===== config.mk =====
export PLATFORM = sky130hd
export DESIGN_NAME = fir_sequencer
export DESIGN_NICKNAME = d
export VERILOG_FILES = /design/src/rtl/fir_pkg.sv /design/src/rtl/fir_sequencer.sv
export SDC_FILE = /design/constraint.sdc
export NUM_CORES = 1
export LEC_CHECK = 0
export BUFFER_PORTS_ARGS = -buffer_cell sky130_fd_sc_hd__clkbuf_2
export CORE_AREA = 2 2 96 98
export DETAILED_ROUTE_END_ITERATION = 8
export DIE_AREA = 0 0 98 100
export HOLD_SLACK_MARGIN = 0.08
export SLEW_MARGIN = 15
export SYNTH_ARGS = -nofsm -noshare
export SYNTH_HDL_FRONTEND = slang
export SYNTH_SLANG_ARGS = --single-unit
export TNS_END_PERCENT = 10

===== constraint.sdc =====
create_clock -name clk -period 4.25 [get_ports clk]
set_input_delay 0.2125 -clock clk [delete_from_list [all_inputs] [get_ports clk]]
set_output_delay 0.2125 -clock clk [all_outputs]
set_load 0.05 [all_outputs]

===== src/rtl/fir_pkg.sv =====
// Shared types and sizing for the FIR accelerator front-end sequencer.
package fir_pkg;

    localparam int DATA_WIDTH = 16;
    localparam int NUM_REGS   = 8;
    localparam int ADDR_WIDTH = $clog2(NUM_REGS);

    typedef enum logic [1:0] {IDLE, LOAD, FLUSH, RUN} fir_seq_state_t;

    typedef logic signed [DATA_WIDTH-1:0] fir_word_t;

endpackage


===== src/rtl/fir_sequencer.sv =====
// Sequences coefficient reloads, gates samples into the MAC datapath and
// suppresses warm-up results until the delay line has filled.
module fir_sequencer #(
    parameter int DATA_WIDTH = fir_pkg::DATA_WIDTH,
    parameter int NUM_REGS   = fir_pkg::NUM_REGS,
    parameter int ADDR_WIDTH = $clog2(NUM_REGS)
) (
    input  logic                  clk,
    input  logic                  rstN,
    input  logic                  cfgStart,
    input  logic                  cfgValid,
    input  logic [DATA_WIDTH-1:0] cfgData,
    output logic                  cfgReady,
    input  logic                  sampleValid,
    input  logic [DATA_WIDTH-1:0] sampleData,
    output logic                  sampleReady,
    output logic                  coeffWriteEn,
    output logic [ADDR_WIDTH-1:0] coeffAddress,
    output logic [DATA_WIDTH-1:0] coeffsIn,
    output logic                  clrC,
    output logic                  accelerateEn,
    output logic [DATA_WIDTH-1:0] rawSensorVal,
    input  logic [DATA_WIDTH-1:0] macResult,
    input  logic                  resultIsValid,
    output logic                  outValid,
    output logic [DATA_WIDTH-1:0] outData,
    output logic                  busy,
    output logic                  loadDone
);
    import fir_pkg::*;

    localparam logic [ADDR_WIDTH-1:0] ADDR_ZERO = {ADDR_WIDTH{1'b0}};
    localparam logic [ADDR_WIDTH-1:0] ADDR_ONE  = ADDR_WIDTH'(1);
    localparam logic [ADDR_WIDTH-1:0] ADDR_LAST = ADDR_WIDTH'(NUM_REGS - 1);

    fir_seq_state_t        state_q, state_d;
    logic [ADDR_WIDTH-1:0] cnt_q, cnt_d;
    logic [ADDR_WIDTH-1:0] warm_q, warm_d;
    logic                  we_q, we_d;
    logic [ADDR_WIDTH-1:0] addr_q, addr_d;
    logic [DATA_WIDTH-1:0] cin_q, cin_d;
    logic                  clr_q, clr_d;
    logic                  acc_q, acc_d;
    logic [DATA_WIDTH-1:0] raw_q, raw_d;
    logic                  ov_q, ov_d;
    logic [DATA_WIDTH-1:0] od_q, od_d;
    logic                  done_q, done_d;
    logic                  sample_accept_s;

    assign cfgReady        = (state_q == LOAD);
    assign sampleReady     = (state_q == RUN) && !cfgStart;
    assign busy            = (state_q != RUN);
    assign sample_accept_s = sampleValid && sampleReady;

    // Next-state and next-output computation for the whole sequencer.
    always_comb begin
        state_d = state_q;
        cnt_d   = cnt_q;
        warm_d  = warm_q;
        we_d    = 1'b0;
        addr_d  = addr_q;
        cin_d   = cin_q;
        clr_d   = 1'b0;
        acc_d   = 1'b0;
        raw_d   = raw_q;
        ov_d    = 1'b0;
        od_d    = od_q;
        done_d  = 1'b0;
        case (state_q)
            IDLE: begin
                if (cfgStart) begin
                    state_d = LOAD;
                    cnt_d   = ADDR_ZERO;
                end else begin
                    state_d = IDLE;
                end
            end
            LOAD: begin
                if (cfgValid) begin
                    we_d   = 1'b1;
                    addr_d = cnt_q;
                    cin_d  = cfgData;
                    if (cnt_q == ADDR_LAST) begin
                        state_d = FLUSH;
                    end else begin
                        cnt_d = cnt_q + ADDR_ONE;
                    end
                end else begin
                    we_d = 1'b0;
                end
            end
            FLUSH: begin
                clr_d   = 1'b1;
                warm_d  = ADDR_ZERO;
                done_d  = 1'b1;
                state_d = RUN;
            end
            RUN: begin
                if (sample_accept_s) begin
                    acc_d = 1'b1;
                    raw_d = sampleData;
                end else begin
                    acc_d = 1'b0;
                end
                // Results only pass once NUM_REGS-1 earlier results have primed the delay line.
                if (resultIsValid) begin
                    if (warm_q == ADDR_LAST) begin
                        ov_d = 1'b1;
                        od_d = macResult;
                    end else begin
                        warm_d = warm_q + ADDR_ONE;
                    end
                end else begin
                    ov_d = 1'b0;
                end
                if (cfgStart) begin
                    state_d = LOAD;
                    cnt_d   = ADDR_ZERO;
                end else begin
                    state_d = RUN;
                end
            end
            default: begin
                state_d = IDLE;
            end
        endcase
    end

    // State, counters and registered outputs.
    always_ff @(posedge clk or negedge rstN) begin
        if (!rstN) begin
            state_q <= IDLE;
            cnt_q   <= ADDR_ZERO;
            warm_q  <= ADDR_ZERO;
            we_q    <= 1'b0;
            addr_q  <= ADDR_ZERO;
            cin_q   <= {DATA_WIDTH{1'b0}};
            clr_q   <= 1'b0;
            acc_q   <= 1'b0;
            raw_q   <= {DATA_WIDTH{1'b0}};
            ov_q    <= 1'b0;
            od_q    <= {DATA_WIDTH{1'b0}};
            done_q  <= 1'b0;
        end else begin
            state_q <= state_d;
            cnt_q   <= cnt_d;
            warm_q  <= warm_d;
            we_q    <= we_d;
            addr_q  <= addr_d;
            cin_q   <= cin_d;
            clr_q   <= clr_d;
            acc_q   <= acc_d;
            raw_q   <= raw_d;
            ov_q    <= ov_d;
            od_q    <= od_d;
            done_q  <= done_d;
        end
    end

    assign coeffWriteEn = we_q;
    assign coeffAddress = addr_q;
    assign coeffsIn     = cin_q;
    assign clrC         = clr_q;
    assign accelerateEn = acc_q;
    assign rawSensorVal = raw_q;
    assign outValid     = ov_q;
    assign outData      = od_q;
    assign loadDone     = done_q;

endmodule

== Word-level counts from Yosys, hierarchy flattened ==
Index checks and enable logic that the tools add are counted.

* Flip-flop bits (word level): 63
* Output and inout bits: 59

* Add/sub/neg operators: 2
* Eq/ne operators: 12
* Multiplexer cells: 20
* Reduce and logical (&&, ||, !) cells: 13

{| class="wikitable"
|+ Operators with widths
! operator !! number
|-
| 3-bit 2-to-1 mux || 5
|-
| 3-bit case mux with 2 select lines || 2
|-
| 2-bit inequality test, second input constant || 5
|-
| 1-bit 2-to-1 mux || 9
|-
| 2-bit case mux with 4 select lines || 1
|-
| 3-bit by 1-bit adder with 3-bit output, second input constant || 2
|-
| 3-bit == test, second input constant || 2
|-
| 2-bit 2-to-1 mux || 3
|-
| 2-bit AND reduction || 3
|-
| 3-bit AND reduction || 2
|-
| 2-bit == test, second input constant || 2
|-
| 2-bit by 1-bit inequality test with 1-bit output, second input constant || 2
|-
| 4-bit AND reduction || 1
|-
| 2-bit nonzero test || 2
|-
| 2-bit by 1-bit == test with 1-bit output, second input constant || 1
|-
| 1-bit logical AND || 2
|-
| 2-bit zero test || 1
|-
| 2-bit OR reduction || 1
|-
| 1-bit zero test || 1
|}

== Depth between registers and ports, before layout ==
Gate-level depths: netlist of run 1.

* Word-level depth: 5
* Depth in mapped cells: 6
* Mapped depth without buffers: 5

== Least setup slack after synthesis of run 1 ==
Ideal clock, no wire load.

* Path kind: flip-flop to flip-flop
* Start point: reg state_q[1]
* End point: reg cnt_q[0]
* Setup time: 125 ps
* Arrival: 1767 ps
* Data required time: 4125 ps
* Path slack: 2358 ps
* Cell stages (with the launch flop): 6
* Path buffers: 0
* Clock period less this slack: 1892 ps
* Cells stage by stage: dfrtp_1 inv_1 ha_1 mux2i_1 a21oi_1 mux2_2

* Elaborated cells between the ends (all ways): 10

{| class="wikitable"
|+ RTL lines
! item !! RTL line !! RTL
|-
| start: declaration || fir_sequencer.sv:36 || <nowiki>fir_seq_state_t state_q, state_d;</nowiki>
|-
| start signal: assignment || fir_sequencer.sv:145 || <nowiki>state_q <= state_d;</nowiki>
|-
| 2-bit by 1-bit == test with 1-bit output (*) || n/a ||
|-
| named net cfgReady || fir_sequencer.sv:13 || <nowiki>output logic cfgReady,</nowiki>
|-
| 2-bit inequality test (no source line) or 2-bit nonzero test (tied branches) || n/a ||
|-
| 4-bit AND reduction (no source line) || n/a ||
|-
| end signal: assignment || fir_sequencer.sv:146 || <nowiki>cnt_q <= cnt_d;</nowiki>
|-
| end: declaration || fir_sequencer.sv:37 || <nowiki>logic [ADDR_WIDTH-1:0] cnt_q, cnt_d;</nowiki>
|}

The timed path passes the listed nets; every way through them passes the cells marked *.
A chain may end at the register's enable or synchronous reset.

== Worst setup path after layout of run 1 ==
* Start point: reg state_q[1]
* End point: reg cin_q[9] (netlist: coeffsIn[9])

* Cells in the longest elaborated chain, start to end: 2

{| class="wikitable"
|+ Ends and longest elaborated chain
! item !! RTL line !! RTL
|-
| 2-bit by 1-bit == test with 1-bit output || fir_sequencer.sv:69 || <nowiki>case (state_q)</nowiki>
|-
| 2-bit AND reduction (no source line) || n/a ||
|-
| end signal: assignment || fir_sequencer.sv:137 || <nowiki>cin_q <= {DATA_WIDTH{1'b0}};</nowiki>
|-
| end signal: assignment || fir_sequencer.sv:150 || <nowiki>cin_q <= cin_d;</nowiki>
|-
| end: declaration || fir_sequencer.sv:41 || <nowiki>logic [DATA_WIDTH-1:0] cin_q, cin_d;</nowiki>
|}

No other way between the ends.

==> impl_metrics.json, run 1 <==
{
  "status": "finished, final reports clean",
  "syn-num-nets": 231,
  "htree_levels": 3,
  "root_buffer": "clkbuf_8",
  "grt_pass1_vias": 1760,
  "numPortBuffers": 112,
  "arrival_ns": 2.16,
  "fin_cells": 404,
  "hold_viol": 0,
  "placed_area_sq_mm": 0.003228,
  "ys_ff_latch": 63,
  "place_hpwl_um": 3708,
  "min_period_over_period": 0.4599,
  "holdCritPathClass": "input pin to flop",
  "syn_to_final_growth_pct": 33.15,
  "maxSlewHeadroom": 0.4197,
  "grt_pass1_wl_um": 8162,
  "nNetsFinal": 351,
  "antenna_found_initial": 0,
  "dieArea_sq_mm": 0.009800,
  "setup_violations": 0,
  "setup_ws_ns": 2.295,
  "fin_total_pwr_mw": 2.764,
  "p_leak_nw": 1.875,
  "fmax_ghz": 0.5116,
  "drt_wl_total_um": 5134,
  "synth_cells": 169,
  "critPathRequiredTime_ns": 4.46,
  "start_util": 0.2874,
  "post-place-ws_ns": 2.257,
  "start_kind": "flop",
  "die_w_um": 98,
  "yosys.area.top_type": "dfrtp_1",
  "crit_path_end_kind": "flop",
  "final_layout_size_suffix_gt1_frac": 0.6143,
  "cts_buffers": 9,
  "rsz0062_at_grt": "no",
  "fin_area_sq_mm": 0.003402,
  "crit_path_max_incr_delay_ns": 0.66,
  "post_cts_buffers": 0,
  "grt_use_total": 0.1078,
  "worstMarginPinSlew_ns": 0.8684,
  "ys_warn_count": 0,
  "finalSetupTns_ns": 0,
  "ys_types": 22,
  "place.gp.congestion": 0.7007,
  "vias": 1728,
  "ant_nets": 0,
  "synth-seq-area-share": 0.6170,
  "ios": 113,
  "synth_area_sq_mm": 0.002555,
  "drv_slew": 0,
  "slowest_stage": "nand2_1",
  "fin_util": 0.3827,
  "avgSynthCellArea_sq_um": 15.12,
  "grt-ovfl-total": 0,
  "clock_sinks": 63,
  "clkLatencyLatePin_ns": 0.33,
  "placed_cells": 388,
  "synth.area.top_cells": "dfrtp_1, mux2_2, mux2_4, ha_1, mux2i_1",
  "vias_per_cell": 4.277,
  "cts_max_path_buffers": 2,
  "skew_ns": 0.01025,
  "core_sq_mm": 0.008890,
  "die_h_um": 100,
  "crit_chain": "inv_1, ha_1, nand2_1, mux2_2",
  "n_antenna_cell": 0,
  "peakVddDrop_mv": 0.4823,
  "hold_ws_ns": 0.1098,
  "worstSetupPathType": "flop to flop",
  "cts_tree": "done",
  "fillers": 866,
  "maxCapViolations": 0,
  "routedWlPerCell_um": 12.71,
  "dr.pass1.iters": 3,
  "cts-resized-gates": 0,
  "crit_fanout": 22,
  "finalCriticalPeriod_ns": 1.955,
  "grt_max_degree": 64,
  "first_iter_violations": 42,
  "rows": 35,
  "p_per_area_mw_per_mm2": 812.6,
  "clkSlewWorstSetupHoldPaths_ns": 0.07,
  "drc_errors": 0,
  "yosys.area.top_type_share": 0.6170
}
-- registers in the layout, indices dropped and copies added (netlist names) --
name / count
coeffsIn: 16
outData: 16
rawSensorVal: 16
cnt_q: 3
coeffAddress: 3
warm_q: 3
state_q: 2
accelerateEn: 1
coeffWriteEn: 1
loadDone: 1
outValid: 1
-- Yosys cell counts, drive strengths merged --
master / instances
nand2b: 3
a21boi: 1
nand2: 9
o31ai: 2
buf: 5
ha: 8
mux2i: 5
a21oi: 4
and2b: 1
nor2: 1
o22ai: 1
o21ai: 4
mux2: 50
nor2b: 1
or3: 1
inv: 9
dfrtp: 63
nand3: 1
-- cell usage in the layout, fill, tap and decap left out, types with 4 or more instances in the layout --
master / Yosys / routed
ha_1: 8 / 8
mux2_4: 9 / 9
a21oi_1: 4 / 4
clkbuf_8: 0 / 10
nand2_1: 8 / 8
o21ai_0: 4 / 4
clkbuf_2: 0 / 111
mux2i_1: 5 / 5
inv_1: 9 / 9
mux2_2: 41 / 41
dfrtp_1: 63 / 63
-- worst max-delay path: cells and delay by family, from the launching register on --
family                     cells  cell delay (ns)
muxes                          1             0.42
DFF                            1             0.42
buffers and inverters          1             0.09
adders and majority gates      1             0.24
and+or+nand+nor                1             0.66
-- power breakdown --
group	switching (mW)	total [mW]	internal (mW)	leakage [nW]
Sequential	0.119	0.929	0.810	0.802
Clock	0.224	0.445	0.221	0.0850
Combinational	0.981	1.39	0.409	0.987
Total	1.32	2.76	1.44	1.87
-- area by class of cell --
class,instances,area (sq um),area share
Sequential cell,63,1577,0.4634
Tap cell,111,138.9,0.04082
Multi-Input combinational cell,92,910.9,0.2677
Clock buffer,11,141.4,0.04156
Inverter,9,33.78,0.009930
Clock inverter,4,22.52,0.006620
Timing Repair Buffer,114,578.1,0.1699
-- worst paths after layout --
kind / from / to / slack [ns] / cells after the start
max: state_q[1] / coeffsIn[9] / 2.30 / 4
min: sampleData[6] / rawSensorVal[6] / 0.11 / 2
max reg2reg: state_q[1] / coeffsIn[9] / 2.30 / 4
min reg2reg: coeffAddress[1] / coeffAddress[1] / 0.49 / 2
max in group asynchronous: rstN / cnt_q[0] / 3.13 / 3
min in group asynchronous: rstN / outData[9] / 0.56 / 3
-- layer usage --
metal | up-vias | wire (um) | GRT usage
met3 | 8 | 448 | 0.04387
li1 | 817 | - | -
met1 | 822 | 2266 | 0.1275
met4 | 0 | 80 | 0.05769
met2 | 81 | 2338 | 0.1686
met5 | - | 0 | 0
-- logic make-up (layout without fill, tap and decap cells) --
kind of cell / Yosys count / count (layout) / share of synthesized area
adder cells (fa/ha/maj): 8 / 8 / 0.03918
buffers and inverters: 14 / 138 / 0.02644
flip-flops: 63 / 63 / 0.6170
AO/OA/AOI/OAI: 12 / 12 / 0.02694
AND/OR/NAND/NOR: 17 / 17 / 0.03722
multiplexers: 55 / 55 / 0.2532
-- timing repair --
action	4_1_cts	5_1_grt
hold buffers	1	0
setup endpoints to repair	0	0
endpoints found under the hold margin	27	0
Power figures use the tool's default switching activity.
==> inputs of run 2 (changes only) <==
==> constraint.sdc (replaced) <==
create_clock -name clk -period 1.72 [get_ports clk]
set_input_delay 0.086 -clock clk [delete_from_list [all_inputs] [get_ports clk]]
set_output_delay 0.086 -clock clk [all_outputs]
set_load 0.05 [all_outputs]
==> impl_metrics.json, run 2 (synthesis gave the netlist of run 1 again) <==
{
  "status": "finished, final reports clean",
  "maxCapViolations": 0,
  "drc_errors": 0,
  "start_util": 0.2874,
  "start_kind": "flop",
  "rsz0062_at_grt": "no",
  "clkSlewWorstSetupHoldPaths_ns": 0.08,
  "seqPwrFrac": 0.319,
  "p_leak_nw": 2.104,
  "vias": 1938,
  "drv_slew": 0,
  "p_clk_frac": 0.179,
  "crit_chain": "ha_1, and2b_2, nand2_4, mux2_2",
  "vias_per_cell": 4.241,
  "first_iter_violations": 16,
  "clock_sinks": 63,
  "antenna_found_initial": 0,
  "setup_ws_ns": 0.1101,
  "cts_buffers": 9,
  "skew_ns": 0.009218,
  "cts_max_path_buffers": 2,
  "post-place-ws_ns": 0.08843,
  "clkLatencyLatePin_ns": 0.33,
  "slowest_stage": "dfrtp_1",
  "dr.pass1.iters": 4,
  "arrival_ns": 1.82,
  "cts_tree": "done",
  "fillers": 829,
  "min_period_over_period": 0.9360,
  "crit_fanout": 17,
  "critPathRequiredTime_ns": 1.93,
  "place.gp.congestion": 0.6955,
  "rows": 35,
  "drt_wl_total_um": 5691,
  "routedWlPerCell_um": 12.45,
  "syn_to_final_growth_pct": 55.53,
  "combPwrFrac": 0.502,
  "final_layout_size_suffix_gt1_frac": 0.5405,
  "critPathTopFamily": "simple AND/OR/NAND/NOR gates",
  "placed_cells": 392,
  "hold_ws_ns": 0.1718,
  "p_per_area_mw_per_mm2": 1809,
  "numPortBuffers": 112,
  "critPathBufInv": 0,
  "maxSlewHeadroom": 0.6791,
  "internal_power_mw": 3.848,
  "crit_path_end_kind": "flop",
  "holdCritPathClass": "input pin to flop",
  "crit_path_max_incr_delay_ns": 0.43,
  "finalSetupTns_ns": 0,
  "htree_levels": 3,
  "core_sq_mm": 0.008890,
  "switching_share": 0.4648,
  "finalCriticalPeriod_ns": 1.610,
  "grt-ovfl-total": 0,
  "fmax_ghz": 0.6212,
  "nNetsFinal": 403,
  "grt_pass1_vias": 1965,
  "worstSetupPathType": "flop to flop",
  "worstMarginPinSlew_ns": 0.4770,
  "peakVddDrop_mv": 0.8136,
  "grt_pass1_wl_um": 9094,
  "grt_max_degree": 64,
  "n_antenna_cell": 0,
  "power.switching_mw": 3.342,
  "ant_nets": 0,
  "die_h_um": 100,
  "grt_use_total": 0.1172,
  "final_common_cell": "clkbuf_2",
  "ios": 113,
  "layout_common_cells": "clkbuf_2, dfrtp_1, dlygate4sd3_1, mux2_2, clkbuf_8",
  "hold_viol": 0,
  "die_w_um": 98,
  "root_buffer": "clkbuf_8",
  "post_cts_buffers": 0,
  "setup_violations": 0,
  "dieArea_sq_mm": 0.009800,
  "place_hpwl_um": 3713,
  "fin_cells": 457
}
-- run 2: layout make-up --
class	instances	area, sq um	share of cell area
clock buffers	11	141.4	0.03558
repair buffers	166	1101	0.2771
flip-flops and latches	63	1577	0.3967
multi-input cells	92	924.6	0.2327
clock inverters	5	57.56	0.01448
inverters	9	33.78	0.008501
well taps	111	138.9	0.03495
-- run 2: per-layer routing --
metal / vias up / global-route usage / part of all wire
met1: 936 / 0.1403 / 0.43
li1: 924 / - / -
met3: 6 / 0.03412 / 0.063
met5: - / 0 / 0
met2: 72 / 0.1986 / 0.49
met4: 0 / 0.04808 / 0.011
-- run 2: what timing repair did --
action                     CTS  global route
hold buffers                49             0
setup endpoints to repair    0            18
hold endpoints to repair   111             0
resized for setup            0             2
-- run 2: power groups by stage --
| stage | clock, mW | combinational, mW | sequential [mW] |
|---|---|---|---|
| after CTS | 1.34 | 3.63 | 2.29 |
| after global routing | 1.42 | 3.81 | 2.36 |
| after floorplan | 0 | 1.16 | 3.84 |
| after detailed placement | 0 | 3.54 | 2.31 |
| final | 1.29 | 3.61 | 2.29 |
| after global placement | 0 | 3.50 | 2.30 |
-- run 2: metrics by stage --
stage,utilization,area [sq um],power [mW]
after floorplan,-,2557,5.005
after global placement,0.3682,3273,5.805
after detailed placement,0.3682,3273,5.848
after CTS,0.4457,3963,7.264
after global routing,0.4470,3974,7.595
final,0.4470,3974,7.190
-- run 2: final timing paths --
path,startpoint,endpoint,slack [ns],cells after the start
setup / recovery,state_q[1],rawSensorVal[3],0.11,4
hold / removal,cfgStart,state_q[0],0.17,4
setup reg to reg,state_q[1],rawSensorVal[3],0.11,4
hold reg to reg,coeffAddress[2],coeffAddress[2],0.48,2
max in group asynchronous,rstN,rawSensorVal[12],1.13,3
min in group asynchronous,rstN,outData[10],0.30,3
-- run 2: worst min-delay path, stage by stage --
cell      delay, ns
clkbuf_2       0.10
nand2b_1       0.09
a21oi_1        0.06
a21oi_1        0.12
